===== src/rtl/sdp_bram_bist.sv =====
`default_nettype none
// +----------------------------------------------------------------------------+
// | Module  : sdp_bram_bist                                                    |
// | Brief   : BIST initiator for a simple-dual-port BRAM with byte enables.    |
// | Rev     : 1.0  initial release                                             |
// +----------------------------------------------------------------------------+
module sdp_bram_bist #(
  parameter int ABITS     = 10,
  parameter int DEPTH     = 1024,
  parameter int BYTEWIDTH = 8,
  parameter int NBYTES    = 4,
  parameter int ECBITS    = 16
) (
  input  logic                        clk,
  input  logic                        rst_n,
  input  logic                        start,
  output logic                        busy,
  output logic                        done,
  output logic                        pass,
  output logic [ECBITS-1:0]           err_count,
  output logic [ABITS-1:0]            first_err_addr,
  output logic [ABITS-1:0]            wa,
  output logic [NBYTES*BYTEWIDTH-1:0] wd,
  output logic                        we,
  output logic [NBYTES-1:0]           be,
  output logic [ABITS-1:0]            ra,
  output logic                        re,
  input  logic [NBYTES*BYTEWIDTH-1:0] rd
);

  localparam int                DBITS     = NBYTES * BYTEWIDTH;
  localparam logic [ABITS-1:0]  c_last    = ABITS'(DEPTH - 1);
  localparam logic [ECBITS-1:0] c_err_max = '1;

  typedef enum logic [2:0] {
    S_IDLE = 3'd0,
    S_WR_A = 3'd1,
    S_RD_A = 3'd2,
    S_DR_A = 3'd3,
    S_WR_B = 3'd4,
    S_RD_B = 3'd5,
    S_DR_B = 3'd6,
    S_DONE = 3'd7
  } state_t;

  state_t             r_state, w_state_n;
  logic [ABITS-1:0]   r_addr, w_addr_n;
  logic               r_pv, r_pb;
  logic [ABITS-1:0]   r_paddr;
  logic               w_wr, w_rd, w_in_b, w_mis;
  logic [DBITS-1:0]   w_exp;

  function automatic logic [DBITS-1:0] pat_a(input logic [ABITS-1:0] a);
    logic [DBITS-1:0] p;
    p = '0;
    for (int i = 0; i < NBYTES; i++)
      p[i*BYTEWIDTH +: BYTEWIDTH] = BYTEWIDTH'(a) + BYTEWIDTH'(i);
    return p;
  endfunction

  // Even addresses enable lanes 0,2,..; odd addresses enable lanes 1,3,..
  function automatic logic [NBYTES-1:0] mask_b(input logic [ABITS-1:0] a);
    logic [NBYTES-1:0] m;
    m = '0;
    for (int i = 0; i < NBYTES; i++)
      m[i] = ((i % 2) == 1) == a[0];
    return m;
  endfunction

  function automatic logic [DBITS-1:0] lane_bits(input logic [NBYTES-1:0] m);
    logic [DBITS-1:0] b;
    b = '0;
    for (int i = 0; i < NBYTES; i++)
      b[i*BYTEWIDTH +: BYTEWIDTH] = {BYTEWIDTH{m[i]}};
    return b;
  endfunction

  always_comb begin
    w_state_n = r_state;
    w_addr_n  = r_addr;
    case (r_state)
      S_IDLE: if (start) begin w_state_n = S_WR_A; w_addr_n = '0; end
      S_WR_A: if (r_addr == c_last) begin w_state_n = S_RD_A; w_addr_n = '0; end
              else w_addr_n = r_addr + 1'b1;
      S_RD_A: if (r_addr == c_last) begin w_state_n = S_DR_A; w_addr_n = '0; end
              else w_addr_n = r_addr + 1'b1;
      S_DR_A: begin w_state_n = S_WR_B; w_addr_n = '0; end
      S_WR_B: if (r_addr == c_last) begin w_state_n = S_RD_B; w_addr_n = '0; end
              else w_addr_n = r_addr + 1'b1;
      S_RD_B: if (r_addr == c_last) begin w_state_n = S_DR_B; w_addr_n = '0; end
              else w_addr_n = r_addr + 1'b1;
      S_DR_B: w_state_n = S_DONE;
      S_DONE: w_state_n = S_IDLE;
      default: w_state_n = S_IDLE;
    endcase
  end

  assign w_wr   = (w_state_n == S_WR_A) || (w_state_n == S_WR_B);
  assign w_rd   = (w_state_n == S_RD_A) || (w_state_n == S_RD_B);
  assign w_in_b = (w_state_n == S_WR_B);

  // Unwritten lanes in phase B still hold the phase-A pattern.
  assign w_exp = pat_a(r_paddr) ^ (r_pb ? lane_bits(mask_b(r_paddr)) : '0);
  assign w_mis = r_pv && (rd != w_exp);

  always_ff @(posedge clk or negedge rst_n) begin
    if (!rst_n) begin
      r_state        <= S_IDLE;
      r_addr         <= '0;
      busy           <= 1'b0;
      done           <= 1'b0;
      pass           <= 1'b0;
      err_count      <= '0;
      first_err_addr <= '0;
      we             <= 1'b0;
      wa             <= '0;
      wd             <= '0;
      be             <= '0;
      re             <= 1'b0;
      ra             <= '0;
      r_pv           <= 1'b0;
      r_pb           <= 1'b0;
      r_paddr        <= '0;
    end else begin
      r_state <= w_state_n;
      r_addr  <= w_addr_n;
      busy    <= (w_state_n != S_IDLE);
      we      <= w_wr;
      wa      <= w_wr ? w_addr_n : '0;
      wd      <= w_wr ? (w_in_b ? ~pat_a(w_addr_n) : pat_a(w_addr_n)) : '0;
      be      <= w_wr ? (w_in_b ? mask_b(w_addr_n) : '1) : '0;
      re      <= w_rd;
      ra      <= w_rd ? w_addr_n : '0;
      r_pv    <= re;
      r_paddr <= ra;
      r_pb    <= (r_state == S_RD_B);
      if (r_state == S_IDLE && start) begin
        done           <= 1'b0;
        pass           <= 1'b0;
        err_count      <= '0;
        first_err_addr <= '0;
      end else if (w_mis) begin
        if (err_count != c_err_max) err_count <= err_count + 1'b1;
        if (err_count == '0) first_err_addr <= r_paddr;
      end
      if (r_state == S_DONE) begin
        done <= 1'b1;
        pass <= (err_count == '0);
      end
    end
  end

endmodule
`default_nettype wire


===== config.mk =====
export PLATFORM = sky130hd
export DESIGN_NAME = sdp_bram_bist
export DESIGN_NICKNAME = d
export VERILOG_FILES = /design/src/rtl/sdp_bram_bist.sv
export SDC_FILE = /design/constraint.sdc
export NUM_CORES = 1
export LEC_CHECK = 0
export CORE_ASPECT_RATIO = 1.25
export CORE_MARGIN = 1.5
export CORE_UTILIZATION = 47
export CTS_CLUSTER_DIAMETER = 100
export DETAILED_ROUTE_END_ITERATION = 12
export PLACE_DENSITY = 0.79
export SYNTH_ARGS = -nofsm -noshare
export SYNTH_HDL_FRONTEND = slang
export SYNTH_SLANG_ARGS = --single-unit

===== constraint.sdc =====
create_clock -name clk -period 3.21 [get_ports clk]
set_clock_uncertainty 0.05 [all_clocks]
set_input_delay 0.642 -clock clk [delete_from_list [all_inputs] [get_ports clk]]
set_output_delay 0.642 -clock clk [all_outputs]
set_load 0.1 [all_outputs]

==> results of run 1 <==
Yosys cell counts, types with 3 or more instances:
| cell | number |
|---|---|
| clkbuf_1 | 17 |
| nor2b_1 | 8 |
| a31oi_1 | 5 |
| or4_1 | 6 |
| and2_1 | 12 |
| xnor2_1 | 35 |
| and4_1 | 5 |
| inv_1 | 22 |
| nand4_1 | 12 |
| a21o_1 | 3 |
| nor3_1 | 13 |
| and3_1 | 20 |
| nor2_1 | 57 |
| nand2b_1 | 5 |
| dfrtp_1 | 108 |
| mux2_2 | 5 |
| o31ai_1 | 6 |
| buf_4 | 6 |
| or3b_2 | 4 |
| nand2_1 | 68 |
| nor4_1 | 8 |
| nand3b_1 | 5 |
| nor3b_1 | 6 |
| buf_2 | 12 |
| o21ai_0 | 29 |
| nand3_1 | 29 |
| a21oi_1 | 35 |
| mux2i_1 | 21 |
| xor2_1 | 14 |
| a31o_2 | 3 |
| or3_1 | 7 |
| ha_1 | 11 |
kinds of logic after synthesis:
logic type | synth area share
buf+inv | 0.0430
fa+ha+maj | 0.0232
xor+xnor | 0.0764
compound gates | 0.111
simple gates | 0.246
mux | 0.0449
flops | 0.456
worst max-delay path by stage:
stage,endpoint,cells past startpoint,start
6_report,wd[31],11,r_addr[0]
2_1_floorplan,wd[31],11,r_addr[0]
3_3_place_gp,err_count[8],10,rd[1]
4_1_cts,wd[31],11,r_addr[0]
5_1_grt,wd[31],11,r_addr[0]
3_5_place_dp,err_count[10],10,rd[1]
flip-flops by register name (all words and copies together) (netlist names), 2 cells and up:
name	flops
wd	30
first_err_addr	10
err_count	16
wa	10
r_state	3
r_addr	10
ra	10
r_paddr	10
be	2
metal layers:
layer | global-route usage | wire length (um) | part of all wire
met5 | 0 | 0 | 0
met4 | 0.0994 | 414 | 0.027
met3 | 0.0337 | 686 | 0.045
met2 | 0.409 | 7940 | 0.52
met1 | 0.282 | 6130 | 0.40
critical path, delay by kind of cell (launching register included):
kind,cells,cell delay [ns]
AOI/OAI and AO/OA,3,0.63
adders and majority gates,2,0.51
buffers and inverters,1,0.11
DFF,1,0.39
muxes,1,0.28
and+or+nand+nor,4,1.04
stage by stage:
stage | std cells | hold slack [ns] | instance area [um^2]
4_1_cts | 939 | 0.234 | 7540
2_1_floorplan | 635 | 0.296 | 5930
5_1_grt | 939 | 0.263 | 7560
6_report | 939 | 0.222 | 7560
3_3_place_gp | 923 | 0.314 | 7250
3_5_place_dp | 923 | 0.320 | 7250
power by group through the flow:
stage          clock (mW)  sequential, mW  combinational [mW]
6_report             1.04            1.36               0.131
5_1_grt              1.12            1.36               0.144
4_1_cts              1.07            1.36               0.132
3_5_place_dp            0            1.39               0.131
3_3_place_gp            0            1.39               0.126
2_1_floorplan           0            1.39              0.0379
area by class of cell:
| cell class | instances | area (um^2) |
|---|---|---|
| clock buffers | 10 | 239 |
| clock inverters | 6 | 48.8 |
| fillers | 1021 | 4660 |
| inverters | 22 | 82.6 |
| multi-input cells | 469 | 2990 |
| flip-flops and latches | 108 | 2700 |
| well taps | 164 | 205 |
| repair buffers | 160 | 1290 |
==> results by group, run 1 <==
Outcome
  – Status: finished, final reports clean

Global routing
  – Vias in the first global route: 5179
  – Largest net degree at the start of global routing: 42
  – Initial antenna violation count: 0
  – GRT Total Usage: 0.233
  – GRT Residual Overflow: 0
  – Global-route wire length before repair: 24400 um

Logic synthesis
  – Register area share after synthesis: 0.456
  – Yosys cell types: 61
  – Post-synth EDFFs: 0
  – Post-synth top area cell: dfrtp_1
  – Ranking of synthesized cells by area: dfrtp_1 (46%), xnor2_1 (5.2%), nand2_1 (4.3%), nor2_1 (3.6%), mux2i_1 (3.5%)
  – Yosys reg bits: 108
  – Syn Std Cell Area: 5930 um^2
  – Post-Synthesis Cells: 635
  – Ys async rst share: 1.00
  – Count of warnings emitted by yosys: 0
  – Prevailing post-synth register cell: dfrtp_1
  – Top-area cell type share of the netlist area: 0.456
  – Syn_area_per_cell: 9.34 um^2
  – Post-synth net total: 681

Hold path
  – Hold Path Class: primary input to asynchronous set/reset pin

Floorplanning
  – Die height: 129 um
  – Row cnt: 45
  – Die area: 13300 um^2
  – Initial Util: 0.486
  – Core ar.: 12200 um^2
  – Io pins: 122
  – Die width: 103 um

Pwr
  – Switch share: 0.218
  – PwrDens: 335 nW/um^2
  – Switching power total: 553 uW
  – Clk pwr share: 0.412
  – LEAKAGE: 3.42 nW
  – Worst vdd ir: 0.206 mV
  – Internal power: about 2 mW
  – Logic pwr share: 0.052
  – Pwr Total: 2.53 mW
  – Flop pwr share: 0.537

Worst setup path
  – Slowest stage delay, CP: between 0.6 and 0.7 ns
  – R2R setup slack: roughly 0.09 ns
  – CP max stage cell: or4_4
  – Register-to-Register Path Depth: 11
  – Crit start category: flop
  – Crit Path Category: flop to flop
  – Critical-path cell list: ha_1 -> nand3_4 -> or4_4 -> nand2_2 -> o21ai_0 -> a21oi_1 -> inv_1 -> ha_1 -> a21oi_2 -> nor2b_1 -> mux2_2
  – Most common cell on crit path: ha_1
  – Worst r2r src: r_addr[0]
  – Crit end category: flop
  – Worst Path Required: 3.39 ns
  – Max FO, Critical Path: 8
  – Worst r2r dst: wd[31]
  – Worst EP arrival: 3.30 ns

Placement
  – Pre-CTS worst setup slack: -0.181 ns
  – Post-DP HPWL: approximately 11000 um
  – GPL Wtd Cong: 0.910
  – Buffers on Ports: 121

Drt
  – 1st-iter DRT viols: approximately 270
  – Vias: 5258
  – WL per Instance: 16.2 um
  – DR DRC count: 0
  – Avg Vias per Cell: 5.60
  – Total Wirelength: 15200 um
  – TritonRoute pass-1 iters: 5
  – Post-DRT Antenna Nets: 0

Layout
  – # diodes: 0
  – Final #Nets: between 800 and 900
  – Commonest non-fill, non-tap cell in the layout: buf_4
  – Final core utilization: 0.618
  – Area Overhead vs Synth: 27.4%
  – Most frequent cells in the layout: buf_4 (126), dfrtp_1 (108), nand2_1 (68)
  – Layout cells sized above 1: 0.217

Clock tree
  – Setup bufs post-CTS: 0
  – CTS Buf Count: 9
  – Depth of the CTS H-tree: 3
  – Bufs on Longest Clock Path: 2
  – CTS tree: yes
  – Worst-Skew Late Latency: between 0.3 and 0.4 ns
  – Clock root buffer: clkbuf_16
  – Clock transition at the registers of the reported paths: 0.07 ns
  – Total clock sinks: 108
  – Post-CTS sizing: 0
  – Post-CTS Hold Fix Bufs: 0

STA
  – Final hold vios: 0
  – Worst slew pin tran: 0.596 ns
  – Minimum clock period: 3.12 ns
  – FMAX: 320 MHz
  – Final worst setup slack: approximately 0.088 ns
  – Relative slew slack: 0.602
  – Final Cycle Share: 0.973
  – TNS Setup: 0 ns
  – Slew Viols, Final: 0
  – Setup violations, final: 0

Job
  – Max Cap Violations: 0
(Power assumes the default switching activity.)
==> inputs of run 2 (changes only) <==
Settings changed: CAP_MARGIN set to 20, RECOVER_POWER set to 25.
==> run 2 against run 1 <==
  * The flow now finishes with violations (capacitance limit, slew limit)
  * Non-clock buffer count unchanged
  * Register-to-register slack about the same
  * Highest routed layer unchanged
  * Count of clock-buffer cells in the layout unchanged
  * Critical path type unchanged
  * Final cell count unchanged
  * Final area about the same
  * Maximum frequency increased by 0.24%
  * Via count increased by 0.17%
==> results by group, run 2 (synthesized netlist as in run 1, its figures left out) <==
STA
  – Minimum clock period: 3.11 ns
  – Final Cycle Share: 0.970
  – Final hold vios: 0
  – Relative slew slack: -0.406
  – Final worst setup slack: 0.0954 ns
  – Hold_ws: 0.332 ns
  – Worst slew pin tran: 2.11 ns
  – Setup violations, final: 0
  – TNS Setup: 0 ns
  – FMAX: 321 MHz
  – Slew Viols, Final: between 40 and 50

Pwr
  – Switching power total: 557 uW
  – LEAKAGE: 3.42 nW
  – Clk pwr share: 0.413
  – Worst vdd ir: 0.207 mV
  – Switch share: 0.219
  – PwrDens: 336 nW/um^2
  – Logic pwr share: 0.051
  – Internal power: ~2.0 mW
  – Pwr Total: 2.54 mW
  – Flop pwr share: 0.536

Placement
  – Pre-CTS worst setup slack: -0.181 ns
  – Post-DP HPWL: 11400 um
  – GPL Wtd Cong: 0.910
  – Area of placed instances: 7250 um^2
  – Buffers on Ports: roughly 120
  – Cells after DPL: 923

Global routing
  – Vias in the first global route: slightly above 5000
  – Largest net degree at the start of global routing: 42
  – GRT Residual Overflow: 0
  – GRT Total Usage: 0.233
  – Global-route wire length before repair: 24400 um
  – Initial antenna violation count: 0

Outcome
  – Failing checks: capacitance limit, slew limit
  – Status: finished with violations

Clock tree
  – Worst-Skew Late Latency: 0.34 ns
  – Post-CTS sizing: 0
  – Setup bufs post-CTS: 0
  – Total clock sinks: roughly 110
  – CTS tree: yes
  – CTS Buf Count: 9
  – Clock transition at the registers of the reported paths: 0.07 ns
  – Bufs on Longest Clock Path: 2
  – Post-CTS Hold Fix Bufs: 0
  – Clock root buffer: clkbuf_16
  – Depth of the CTS H-tree: 3

Layout
  – Most flop-heavy register: wd
  – # diodes: 0
  – Commonest non-fill, non-tap cell in the layout: buf_4
  – Layout cells sized above 1: 0.215
  – Largest registers: wd: 30 flops, err_count: 16 flops
  – Most frequent cells in the layout: buf_4 (124), dfrtp_1 (108), nand2_1 (68)
  – Final #Nets: just over 800
  – Post-route cell area: 7550 um^2
  – Largest register FFs: 30
  – Final core utilization: 0.618
  – Area Overhead vs Synth: 27.3%
  – Fin cells: 939

Worst setup path
  – Crit Path Category: flop to flop
  – Worst Setup SP: r_addr[0]
  – Crit start category: flop
  – Max FO, Critical Path: 8
  – Worst EP arrival: 3.30 ns
  – Crit end category: flop
  – Worst r2r src: r_addr[0]
  – Worst Path Required: 3.39 ns

Drt
  – DR DRC count: 0
  – Vias: about 5300
  – Avg Vias per Cell: ~5.6
  – Total Wirelength: 15200 um
  – TritonRoute pass-1 iters: 5
  – 1st-iter DRT viols: 324
  – Post-DRT Antenna Nets: 0
  – WL per Instance: 16.2 um

Job
  – Max Cap Violations: 1

Floorplanning
  – Die height: 129 um
  – Io pins: 122
  – Die width: 103 um
  – Row cnt: 45
  – Initial Util: 0.486
  – Core ar.: approximately 12000 um^2
  – Die area: 13300 um^2

Hold path
  – Hold Path Class: flop to flop
  – Hold_sp: ra[3]
run 2: path summary, 6_finish.rpt:
| check | cells past startpoint | slack [ns] | endpoint |
|---|---|---|---|
| worst min register to register | 0 | 0.33 | r_paddr[3] |
| min in group asynchronous | 1 | 0.86 | first_err_addr[2] |
| max in group asynchronous | 2 | 0.59 | wd[30] |
| worst min-delay path | 0 | 0.33 | r_paddr[3] |
| worst max register to register | 11 | 0.1 | wd[31] |
| worst max-delay path | 11 | 0.1 | wd[31] |
run 2: power groups by stage:
stage	Combinational [mW]	Clock (mW)	Sequential, mW
floorplan	0.0379	0	1.39
global placement	0.126	0	1.39
detailed placement	0.131	0	1.39
CTS	0.132	1.07	1.36
global route	0.143	1.12	1.36
finish	0.130	1.05	1.36
run 2: critical path, stage by stage (launching register included):
cell and delay [ns]:
dfrtp_1 0.40, ha_1 0.31, nand3_4 0.17, or4_4 0.61, nand2_2 0.17, o21ai_0 0.11, a21oi_1 0.27, inv_1 0.11
ha_1 0.20, a21oi_2 0.25, nor2b_1 0.09, mux2_2 0.28
run 2: layout make-up:
class	instances	area (um^2)
fill	1022	4670
multi-input combinational	469	2990
sequential	108	2700
timing repair buffer	160	1280
clock buffer	10	239
tap	164	205
inverter	22	82.6
clock inverter	6	48.8
run 2: layer usage:
metal,track usage,routed length [um]
met1,0.282,6110
met2,0.409,7960
met3,0.0337,706
met5,0,0
met4,0.0994,434
